$ cat src/rtl/vmem_seq.sv
// vmem_seq: sequences one vector memory op into LANES scalar data-memory
// accesses. Stores take one write per lane; loads issue one read per lane,
// then capture the last returning word in a drain cycle.
// Optional build macro: VMEM_SEQ_STRIDE_EN (use the stride port as the
// per-lane address step; otherwise the step is DW/8 bytes).

// Per-lane storage: latched store word and assembled load word.
module vmem_seq_lane #(
  parameter int DW = 32
) (
  input  logic          clk,
  input  logic          reset,
  input  logic          latchEn,
  input  logic [DW-1:0] wIn,
  input  logic          capEn,
  input  logic [DW-1:0] capData,
  output logic [DW-1:0] wOut,
  output logic [DW-1:0] rOut
);

  // Store word latched at accept; load word captured when its data returns.
  always_ff @(posedge clk) begin
    if (reset) begin
      wOut <= '0;
      rOut <= '0;
    end else begin
      if (latchEn) wOut <= wIn;
      if (capEn)   rOut <= capData;
    end
  end

endmodule

module vmem_seq #(
  parameter int LANES = 4,
  parameter int DW    = 32,
  parameter int AW    = 32
) (
  input  logic                clk,
  input  logic                reset,
  input  logic                req,
  input  logic                vload,
  input  logic                vstore,
  input  logic [AW-1:0]       base,
  input  logic [AW-1:0]       stride,
  input  logic [LANES*DW-1:0] wvec,
  input  logic [DW-1:0]       mem_rdata,
  output logic [AW-1:0]       mem_addr,
  output logic                mem_we,
  output logic [DW-1:0]       mem_wdata,
  output logic                stall,
  output logic                done,
  output logic [LANES*DW-1:0] rvec
);

  localparam int CW = $clog2(LANES + 1);
  localparam int LW = $clog2(LANES);

  typedef enum logic [1:0] {IDLE, ACCESS, DRAIN, DONE} state_t;

  state_t               state, nextState;
  logic [CW-1:0]        cnt;
  logic [AW-1:0]        addrReg;
  logic                 isStore;
  logic [AW-1:0]        strideEff;
  logic                 accept;
  logic                 lastLane;
  logic                 capValid;
  logic [LW-1:0]        capLane;
  logic [LW-1:0]        curLane;
  logic [LANES-1:0][DW-1:0] wIn, wLat, rLanes;

`ifdef VMEM_SEQ_STRIDE_EN
  logic [AW-1:0] strideLat;
  assign strideEff = strideLat;
`else
  // Stride port is present for interface compatibility only.
  logic unusedStride;
  assign unusedStride = ^stride;
  assign strideEff    = AW'(DW / 8);
`endif

  assign accept   = (state == IDLE) && req && (vload | vstore);
  assign lastLane = (cnt == CW'(LANES - 1));
  assign curLane  = cnt[LW-1:0];
  // Read data lags the address by one cycle, so the lane being captured
  // is one behind the counter; in DRAIN the counter sits at LANES.
  assign capLane  = LW'(cnt - CW'(1));
  assign capValid = !isStore &&
                    (((state == ACCESS) && (cnt != '0)) || (state == DRAIN));
  assign wIn      = wvec;
  assign rvec     = rLanes;

  for (genvar i = 0; i < LANES; i++) begin : gLane
    vmem_seq_lane #(.DW(DW)) uLane (
      .clk     (clk),
      .reset   (reset),
      .latchEn (accept),
      .wIn     (wIn[i]),
      .capEn   (capValid && (capLane == LW'(i))),
      .capData (mem_rdata),
      .wOut    (wLat[i]),
      .rOut    (rLanes[i])
    );
  end

  // Memory-side outputs; a write is suppressed as soon as reset is raised.
  always_comb begin
    mem_addr  = '0;
    mem_we    = 1'b0;
    mem_wdata = '0;
    if (state == ACCESS) begin
      mem_addr = addrReg;
      if (isStore) begin
        mem_we    = !reset;
        mem_wdata = wLat[curLane];
      end
    end
  end

  // State, lane counter, running address and op latches.
  always_ff @(posedge clk) begin
    if (reset) begin
      state   <= IDLE;
      cnt     <= '0;
      addrReg <= '0;
      isStore <= 1'b0;
`ifdef VMEM_SEQ_STRIDE_EN
      strideLat <= '0;
`endif
    end else begin
      state <= nextState;
      if (accept) begin
        cnt     <= '0;
        addrReg <= base;
        isStore <= vstore;
`ifdef VMEM_SEQ_STRIDE_EN
        strideLat <= stride;
`endif
      end else if (state == ACCESS) begin
        cnt     <= cnt + CW'(1);
        addrReg <= addrReg + strideEff;
      end
    end
  end

  // Next state plus stall/done; DONE deliberately ignores req.
  always_comb begin
    nextState = state;
    stall     = 1'b0;
    done      = 1'b0;
    case (state)
      IDLE: begin
        if (accept) begin
          stall     = 1'b1;
          nextState = ACCESS;
        end
      end
      ACCESS: begin
        stall = 1'b1;
        if (lastLane) nextState = isStore ? DONE : DRAIN;
      end
      DRAIN: begin
        stall     = 1'b1;
        nextState = DONE;
      end
      DONE: begin
        done      = 1'b1;
        nextState = IDLE;
      end
      default: nextState = IDLE;
    endcase
  end

endmodule

$ cat config.mk
export PLATFORM = sky130hd
export DESIGN_NAME = vmem_seq
export DESIGN_NICKNAME = d
export VERILOG_FILES = /design/src/rtl/vmem_seq.sv
export SDC_FILE = /design/constraint.sdc
export NUM_CORES = 1
export LEC_CHECK = 0
export ABC_AREA = 0
export BUFFER_PORTS_ARGS = -buffer_cell sky130_fd_sc_hd__buf_2
export CORE_MARGIN = 5
export CORE_UTILIZATION = 45
export CTS_CLUSTER_DIAMETER = 30
export CTS_CLUSTER_SIZE = 20
export DETAILED_ROUTE_END_ITERATION = 10
export GPL_TIMING_DRIVEN = 0
export PLACE_DENSITY = 0.72
export SYNTH_ARGS = -nofsm -noshare
export SYNTH_HDL_FRONTEND = slang
export SYNTH_HIERARCHICAL = 1
export SYNTH_SLANG_ARGS = --single-unit
$ cat constraint.sdc
create_clock -name clk -period 3.4 [get_ports clk]
set_clock_uncertainty 0.1 [all_clocks]
set_input_delay 0.68 -clock clk [delete_from_list [all_inputs] [get_ports clk]]
set_output_delay 0.68 -clock clk [all_outputs]
set_load 0.005 [all_outputs]
==> impl_metrics.toml, run 1 <==
[status]
outcome = "complete, no violations"

[hold_path]
holdPathStages = 2
min_path_type = "in2reg"
holdCritStartpoint = "reset"
whs_endpoint = "addrReg[18]$_SDFFE_PP0P_"

[placement]
dpl.cell_count = 1961
port_buffers = 390
dp_hpwl_um = 28390
dpl_cell_area_um2 = 15150
gp_congestion = 0.8529

[sta]
max_slew_margin = 0.6172
rsz0062_at_grt = "no"
finalSetupViolations = 0
tightest_slew_ps = 574.2
holdWs_ps = 239.7
finalSetupTns_ps = 0
period_minus_slack_ps = 3225
fin_crit_sh = 0.9486
drv_slew = 0
hold_viol = 0
clock.fmax_ghz = 0.3101

[synth]
syn_area_um2 = 12730
synth_top_area_frac = 0.4625
synth.area.top_cells = "dfxtp_1 (46%), mux2i_1 (20%), nor2_1 (8.7%), mux4_2 (5.7%), buf_12 (3.8%)"
ys.flop_type = "dfxtp_1"
yosysSeqAreaShare = 0.4625
yosys_register_bits = 294
syn_nets = 1432
yosysWarnings = 6
synth_top_area_cell = "dfxtp_1"
synth_edf_count = 0
yosys.cell_types.count = 42
syn_inst = 1193
synthArstFlopShare = 0
syn_avg_cell_area_um2 = 10.67

[floorplan]
core_um2 = 27860
io_pins = 424
floorplan.die.width_um = 178.2
initial_core_util = 0.4568
dieArea_um2 = 31740
dieHeight_um = 178.2
num_rows = 61

[power_and_ir_drop]
total_leakage_power_uw = 0.007501
vdd_drop_max_uv = 502.0
power_uw = 12670
power_density_nw_per_um2 = 736.1

[final_layout]
area_growth_syn_to_layout_pct = 35.20
final_layout_size_suffix_gt1_frac = 0.3667
finalNonFillerCells = 2068
final_nets = 1880
stdcell_area_um2 = 17210

[grt]
grt_pass1_wl_um = 59130
grt_pass1_vias = 10850
grt_max_degree = 15
grt_overflow = 0
grt_usage = 0.2345
antenna_found_initial = 2

[run]
cap_violations = 0

[critical_path]
regToRegEndpoint = "gLane[0].uLane/rOut[3]$_SDFFE_PP0P_"
path_max_fanout = 10
rrSetupSlack_ps = 590
worstPathArrival_ps = 2450
path_class = "reg2out"
start_kind = "flip-flop"
worstReg2RegStart = "cnt[1]$_SDFFE_PP0P_"
ff2ff_path_depth = 12
required_ps = 2620
worstSetupEndpointType = "primary output"

[clocking]
cts_inserted_buffers = 56
clock_sinks = 294
clk_path_buf_depth = 3
post-cts-setup-buffer-count = 0
ctsHtreeMaxLevel = 2
path_clk_slew_ps = 50
ctsHoldBuffers = 0
cts_root_buffer = "clkbuf_16"
cts_tree = "built"
cts_resized = 4
clock_latency_ps = 540

[detailed_routing]
drcViolationCount = 0
drt-initial-drc-count = 440
num_vias = 10480
firstDrtPassIters = 5
drt_wl_total_um = 38860
viasPerCell = 5.069
wire_per_inst_um = 18.79
final_antenna_net_count = 0
[final cells by class]
class                   instances  area (um2)
fillers                      2280       10650
multi-input cells             802        5939
flip-flops and latches        294        5886
repair buffers                390        1952
clock buffers                  67        1555
plain buffers                  87       877.1
clock inverters                38       480.5
well taps                     378       473.0
inverters                      10       37.54
diodes                          2       5.005
[how the worst max path moves through the flow]
stage,from,to,slack [ps],cells after the start
2_1_floorplan,cnt[1]$_SDFFE_PP0P_,gLane[0].uLane/rOut[10]$_SDFFE_PP0P_,1100,12
6_report,cnt[1]$_SDFFE_PP0P_,mem_wdata[29],170,5
5_1_grt,state[1]$_SDFFE_PP0P_,mem_wdata[20],1,6
4_1_cts,cnt[0]$_SDFFE_PP0P_,mem_wdata[22],60,5
3_5_place_dp,cnt[1]$_SDFFE_PP0P_,gLane[3].uLane/rOut[15]$_SDFFE_PP0P_,350,12
3_3_place_gp,cnt[1]$_SDFFE_PP0P_,gLane[0].uLane/rOut[25]$_SDFFE_PP0P_,420,12
[through the flow]
| step | setup WS [ps] | utilization |
|---|---|---|
| after floorplan | 1101 | - |
| after global placement | 415.7 | 0.5439 |
| after detailed placement | 349.3 | 0.5439 |
| after CTS | 63.00 | 0.6171 |
| after global routing | 1.417 | 0.6175 |
| final | 174.9 | 0.6176 |
[critical path, cell delays in order (launching register included)]
cell	delay [ps]
dfxtp_1	350
clkbuf_1	460
clkbuf_2	400
mux4_2	380
nor2b_1	150
buf_2	160
[layer usage]
layer | wire length (um) | vias up | track usage
li1 | - | 5002 | -
met3 | 3087 | 66 | 0.05914
met4 | 920 | 2 | 0.06929
met2 | 19290 | 381 | 0.4131
met1 | 15560 | 5032 | 0.2826
met5 | 7 | - | 0
[placed cells by master (no fill, tap or decap), types with 8 or more instances in the layout]
master / count
nor2_1: 294
inv_1: 10
nor2b_1: 33
clkbuf_2: 9
buf_6: 13
clkinv_4: 8
xor2_1: 8
and2_1: 35
buf_12: 24
clkbuf_1: 13
clkinv_2: 11
clkinvlp_4: 8
ha_1: 10
nand3_1: 11
bufinv_16: 9
mux2i_1: 258
clkbuf_16: 58
xnor2_1: 16
a211oi_1: 20
buf_2: 415
dfxtp_1: 294
o21ai_0: 9
nand2_1: 23
mux4_2: 32
[synthesized netlist by cell type, types with 4 or more instances]
master      n
dfxtp_1   294
inv_1      10
buf_2      28
xnor2_1    16
buf_6      13
nor2b_1    33
buf_12     24
o21ai_0     9
or3_1       6
mux2i_1   258
nor3_1      5
mux4_2     32
nand3_1    11
a211oi_1   20
and2_1     35
nand2_1    23
nor2_1    294
clkbuf_2    4
a21oi_1     6
xor2_1      8
a311oi_1    6
clkbuf_1   16
ha_1       10
[registers in the layout, indices dropped and copies added, names as in the netlist]
register,cells
gLane.uLane/rOut,128
gLane.uLane/wOut,128
addrReg,32
cnt,3
state,2
isStore,1
[kinds of logic (layout without fill, tap and decap cells)]
group           Yosys count  after routing  synth area share
compound gates           47             47           0.02615
xor+xnor                 24             24           0.01652
fa+ha+maj                10             10          0.009832
buf+inv                  97            592           0.07079
flops                   294            294            0.4625
mux                     290            290            0.2596
other cells               0              2                 0
simple gates            431            431            0.1547
[power breakdown]
| part | switching [uW] | internal [uW] | total (uW) |
|---|---|---|---|
| Clock | 1850 | 3940 | 5790 |
| Sequential | 323 | 3900 | 4230 |
| Combinational | 1300 | 1350 | 2650 |
Power figures use the tool's default switching activity.
==> run 2: changes to the inputs <==
--- a/config.mk
+++ b/config.mk
@@ -13,8 +13,7 @@
 export CTS_CLUSTER_SIZE = 20
 export DETAILED_ROUTE_END_ITERATION = 10
 export GPL_TIMING_DRIVEN = 0
-export PLACE_DENSITY = 0.72
+export PLACE_DENSITY = 0.75
 export SYNTH_ARGS = -nofsm -noshare
 export SYNTH_HDL_FRONTEND = slang
-export SYNTH_HIERARCHICAL = 1
 export SYNTH_SLANG_ARGS = --single-unit
==> constraint.sdc (replaced) <==
create_clock -name clk -period 2.9 [get_ports clk]
set_clock_uncertainty 0.1 [all_clocks]
set_input_delay 0.58 -clock clk [delete_from_list [all_inputs] [get_ports clk]]
set_output_delay 0.58 -clock clk [all_outputs]
set_load 0.005 [all_outputs]
==> impl_metrics.toml, run 2 <==
[floorplan]
core_um2 = 29480
io_pins = 424
initial_core_util = 0.4542
num_rows = 63
dieArea_um2 = 33300
dieHeight_um = 182.5
floorplan.die.width_um = 182.5

[critical_path]
path_delay_family = "buffers and inverters"
worstSetupEndpointType = "primary output"
crit_buf_inv = 5
path_class = "reg2out"
cpPeakStageDelay_ps = 340
required_ps = 2220
cp.depth = 8
path_max_fanout = 10
start_kind = "flip-flop"
ff2ff_path_depth = 10
crit_path_cell_trace = "inv_1, ha_4, clkbuf_8, buf_12, nand2_8, clkbuf_16, nor2b_1, buf_2"
slowest_stage = "dfxtp_1"
worstPathArrival_ps = 2140

[synth]
synth_edf_count = 0
synthArstFlopShare = 0
ys.flop_type = "dfxtp_1"
synth_top_area_cell = "dfxtp_1"
syn_nets = 1783
syn_area_um2 = 13390
synth.most_common_cell = "dfxtp_1"
ys_top_cells_by_count = "dfxtp_1 (294), nand2_1 (277), a21oi_1 (261)"
synth.area.top_cells = "dfxtp_1 (44%), a21oi_1 (9.8%), nand4b_1 (8.4%), nand2_1 (7.8%), o31ai_1 (7.3%)"
yosysSeqAreaShare = 0.4396
synth_top_area_frac = 0.4396
yosys_register_bits = 294
yosys.cell_types.count = 47
syn_avg_cell_area_um2 = 8.672
yosysWarnings = 0
syn_inst = 1544

[sta]
fin_crit_sh = 0.9715
period_minus_slack_ps = 2817
tightest_slew_ps = 896.9
finalSetupViolations = 0
clock.fmax_ghz = 0.3550
drv_slew = 0
finalSetupTns_ps = 0
hold_viol = 0
rsz0062_at_grt = "no"
holdWs_ps = 165.4
max_slew_margin = 0.4021

[clocking]
clock_sinks = 294
path_clk_slew_ps = 50
cts_inserted_buffers = 66
cts_root_buffer = "clkbuf_16"
clk_path_buf_depth = 3
ctsHtreeMaxLevel = 3
cts_tree = "built"
clock_latency_ps = 540

[detailed_routing]
wire_per_inst_um = 21.75
drt_wl_total_um = 53340
firstDrtPassIters = 7
drcViolationCount = 0
drt-initial-drc-count = 1104
viasPerCell = 5.896
final_antenna_net_count = 0
num_vias = 14460

[power_and_ir_drop]
power_uw = 16710
comb_power_share = 0.255
pwr-share-seq = 0.302
total_leakage_power_uw = 0.007242
vdd_drop_max_uv = 464.5
power.switching_uw = 5623
intPower_uw = 11090
p_sw_frac = 0.3365
p_clk_frac = 0.444
power_density_nw_per_um2 = 909.8

[final_layout]
finalNonFillerCells = 2453
area_growth_syn_to_layout_pct = 37.18
final_cell_mix = "buf_2 (397), dfxtp_1 (294), nand2_1 (276)"
final_common_cell = "buf_2"
final_core_util = 0.6230
final_nets = 2243
top_regs = "gLane.uLane.rOut: 128 flops, gLane.uLane.wOut: 128 flops, addrReg: 32 flops"
final_layout_size_suffix_gt1_frac = 0.2975

[grt]
grt_pass1_vias = 14430
grt_pass1_wl_um = 80860
grt_usage = 0.3043
grt_max_degree = 11
antenna_found_initial = 7
grt_overflow = 0

[placement]
dp_hpwl_um = 39920
port_buffers = 390
gp_congestion = 0.9047
dpl.cell_count = 2324

[hold_path]
min_path_type = "in2reg"
holdPathStages = 3

[status]
outcome = "complete, no violations"

[run]
cap_violations = 0
[run 2: cell count changes after synthesis, moves of 25 or more]
cell / before / now
nor2_1: 294 / 38
a21oi_1: 6 / 261
mux2i_1: 258 / 3
nand2_1: 23 / 277
clkbuf_1: 16 / 147
o31ai_1: 0 / 131
nand4b_1: 0 / 128
buf_2: 28 / 3
[run 2: cell families after synthesis]
group	share of synthesized area
xor+xnor	0.008504
compound gates	0.1969
fa+ha+maj	0.009345
buf+inv	0.05476
mux	0.05607
flops	0.4396
simple gates	0.2348
[run 2: repair_timing]
item,in CTS,in global routing
resized for setup,76,19
cloned,0,2
pin swaps,1,0
setup buffers,2,0
setup endpoints to repair,201,173
hold buffers,0,0
[run 2: tightest hold or removal path: cells and delay by family]
family	cells	cell delay, ps
AND/OR/NAND/NOR	1	40
AO/OA/AOI/OAI	1	50
buffers and inverters	1	90
[run 2: final timing paths]
check | slack [ps] | endpoint | startpoint
setup reg to reg | 170 | gLane[3].uLane.rOut[0]$_SDFFE_PP0P_ | cnt[0]$_SDFFE_PP0P_
hold / removal | 170 | gLane[1].uLane.wOut[18]$_SDFFE_PP0N_ | wvec[50]
hold reg to reg | 350 | addrReg[1]$_SDFFE_PP0P_ | addrReg[1]$_SDFFE_PP0P_
setup / recovery | 80 | mem_wdata[26] | state[1]$_SDFFE_PP0P_
[run 2: area by class of cell]
cell class                      instances  area, um2
Antenna cell                            6      15.01
Buffer                                171      833.3
Clock buffer                           88       1897
Clock inverter                         33      346.6
Fill cell                            2554      11110
Inverter                               12      45.04
Multi-Input combinational cell       1065       6854
Sequential cell                       294       5886
Tap cell                              390      488.0
Timing Repair Buffer                  394       2003
[run 2: layer usage]
metal  GRT usage  vias up  routed length [um]
li1            -     6554                   -
met1      0.3718     6920               20070
met2      0.5211      845               26080
met3     0.06717      141                5271
met4      0.1225        4                1894
met5           0        -                  26
[run 2: stage by stage]
stage	area, um2	setup slack [ps]
after floorplan	13390	154.5
after global placement	15830	-834.5
after detailed placement	15830	-877.1
after CTS	18270	6.413
after global routing	18360	4.075
final	18370	82.79
[run 2: power groups by stage]
| stage | Sequential [uW] | Combinational [uW] | Clock [uW] |
|---|---|---|---|
| 6_report | 5040 | 4250 | 7410 |
| 5_1_grt | 5100 | 4580 | 7690 |
| 4_1_cts | 5030 | 4140 | 7440 |
| 3_5_place_dp | 5090 | 3970 | 0 |
| 3_3_place_gp | 5070 | 3890 | 0 |
| 2_1_floorplan | 4960 | 2570 | 0 |
==> run 3: changes to the inputs <==
--- a/config.mk
+++ b/config.mk
@@ -14,6 +14,7 @@
 export DETAILED_ROUTE_END_ITERATION = 10
 export GPL_TIMING_DRIVEN = 0
 export PLACE_DENSITY = 0.75
+export SETUP_SLACK_MARGIN = 0.15
 export SYNTH_ARGS = -nofsm -noshare
 export SYNTH_HDL_FRONTEND = slang
 export SYNTH_SLANG_ARGS = --single-unit
==> impl_metrics.toml, run 3 (synthesis gave the netlist of run 2 again) <==
[floorplan]
initial_core_util = 0.4542
num_rows = 63
core_um2 = 29480
io_pins = 424
floorplan.die.width_um = 182.5
dieHeight_um = 182.5
dieArea_um2 = 33300

[grt]
grt_overflow = 0
grt_pass1_wl_um = 81320
antenna_found_initial = 7
grt_usage = 0.3064
grt_max_degree = 11
grt_pass1_vias = 14510

[final_layout]
final_common_cell = "buf_2"
finalNonFillerCells = 2465
top_regs = "gLane.uLane.rOut: 128 flops, gLane.uLane.wOut: 128 flops, addrReg: 32 flops"
area_growth_syn_to_layout_pct = 39.18
fillCellCount = 2520
final_layout_size_suffix_gt1_frac = 0.3072
final_nets = 2256
final_cell_mix = "buf_2 (405), dfxtp_1 (292), nand2_1 (276)"
stdcell_area_um2 = 18640

[sta]
finalSetupTns_ps = 0
max_slew_margin = 0.4103
finalSetupViolations = 0
finalWorstSetupSlack_ps = 186.5
fin_crit_sh = 0.9357
rsz0062_at_grt = "yes"
holdWs_ps = 162.5
period_minus_slack_ps = 2714
hold_viol = 0
clock.fmax_ghz = 0.3685
drv_slew = 0
tightest_slew_ps = 884.6

[detailed_routing]
firstDrtPassIters = 5
wire_per_inst_um = 22.03
num_vias = 14570
drt-initial-drc-count = 1206
final_antenna_net_count = 0
drt_wl_total_um = 54300
viasPerCell = 5.909
drcViolationCount = 0

[power_and_ir_drop]
pwr-share-seq = 0.299
p_sw_frac = 0.3373
total_leakage_power_uw = 0.007358
p_clk_frac = 0.439
vdd_drop_max_uv = 465.3
intPower_uw = 11190
power_density_nw_per_um2 = 906.0
power.switching_uw = 5695
comb_power_share = 0.261

[clocking]
cts_inserted_buffers = 66
clock_sinks = 294
cts_root_buffer = "clkbuf_16"
clk_path_buf_depth = 3
ctsHtreeMaxLevel = 3
ctsHoldBuffers = 0
cts_tree = "built"
path_clk_slew_ps = 50
clock_latency_ps = 540

[placement]
dpl_cell_area_um2 = 15830
pre_cts_slack_ps = -877.1
dp_hpwl_um = 39920
dpl.cell_count = 2324
port_buffers = 390
gp_congestion = 0.9047

[critical_path]
required_ps = 2220
crit_buf_inv = 3
start_kind = "flip-flop"
cp.depth = 5
cpPeakStageDelay_ps = 540
path_delay_family = "multiplexers"
worstPathArrival_ps = 2030
slowest_stage = "mux4_2"
worstSetupEndpointType = "primary output"
path_class = "reg2out"
path_max_fanout = 10
ff2ff_path_depth = 11
crit_path_cell_trace = "clkbuf_16, buf_12, mux4_2, nor2b_1, buf_2"

[hold_path]
holdPathStages = 3
min_path_type = "in2reg"

[run]
cap_violations = 0

[status]
outcome = "complete, no violations"
==> run 3: metal layers <==
layer  track usage  vias up  routed length (um)
met5             0        -                  26
met4        0.1267        4                2271
met3       0.06996      170                5567
met2        0.5250      885               26420
met1        0.3711     6912               20020
li1              -     6594                   -
==> run 3: worst paths after layout <==
path / startpoint / end / slack [ps]
worst min-delay path: wvec[50] / gLane[1].uLane.wOut[18]$_SDFFE_PP0N_ / 160
worst max register to register: cnt[0]$_SDFFE_PP0P_ / gLane[1].uLane.rOut[15]$_SDFFE_PP0P_ / 320
worst max-delay path: cnt[1]$_SDFFE_PP0P_ / mem_wdata[30] / 190
worst min register to register: gLane[2].uLane.wOut[28]$_SDFFE_PP0N_ / gLane[2].uLane.wOut[28]$_SDFFE_PP0N_ / 350
==> run 3: per-stage QoR <==
step	utilization	power [uW]
final	0.6321	16880
after global routing	0.6320	17520
after CTS	0.6251	16710
after detailed placement	0.5369	9059
after global placement	0.5369	8961
after floorplan	-	7529
==> run 3: what timing repair did <==
| action | in CTS | in global routing |
|---|---|---|
| setup endpoints to repair | 243 | 169 |
| pin swaps | 1 | 0 |
| gates resized for setup | 101 | 40 |
| cloned | 2 | 5 |
| setup buffers | 4 | 5 |
==> run 3: area by class of cell <==
type / count / area [um2] / area share
Antenna cell: 5 / 12.51 / 0.0006714
Buffer: 172 / 918.4 / 0.04928
Clock buffer: 88 / 1897 / 0.1018
Clock inverter: 33 / 346.6 / 0.01860
Inverter: 12 / 47.55 / 0.002551
Multi-Input combinational cell: 1066 / 6913 / 0.3710
Sequential cell: 294 / 5891 / 0.3161
Tap cell: 390 / 488.0 / 0.02619
Timing Repair Buffer: 405 / 2122 / 0.1139
==> run 3: power by group through the flow <==
stage / Sequential (uW) / Clock (uW) / Combinational [uW]
2_1_floorplan: 4960 / 0 / 2570
3_3_place_gp: 5070 / 0 / 3890
3_5_place_dp: 5090 / 0 / 3970
4_1_cts: 5030 / 7440 / 4240
5_1_grt: 5110 / 7690 / 4720
6_report: 5050 / 7420 / 4410
==> run 3: worst register-to-register path, cell delays in order, from the launching register on <==
cell      delay, ps
dfxtp_1         360
clkbuf_4        220
buf_4           220
inv_1            90
ha_1            200
clkbuf_2        180
nand2b_1        120
a21oi_1         100
clkbuf_2        210
buf_2           230
o31ai_1         300
a21oi_1         120
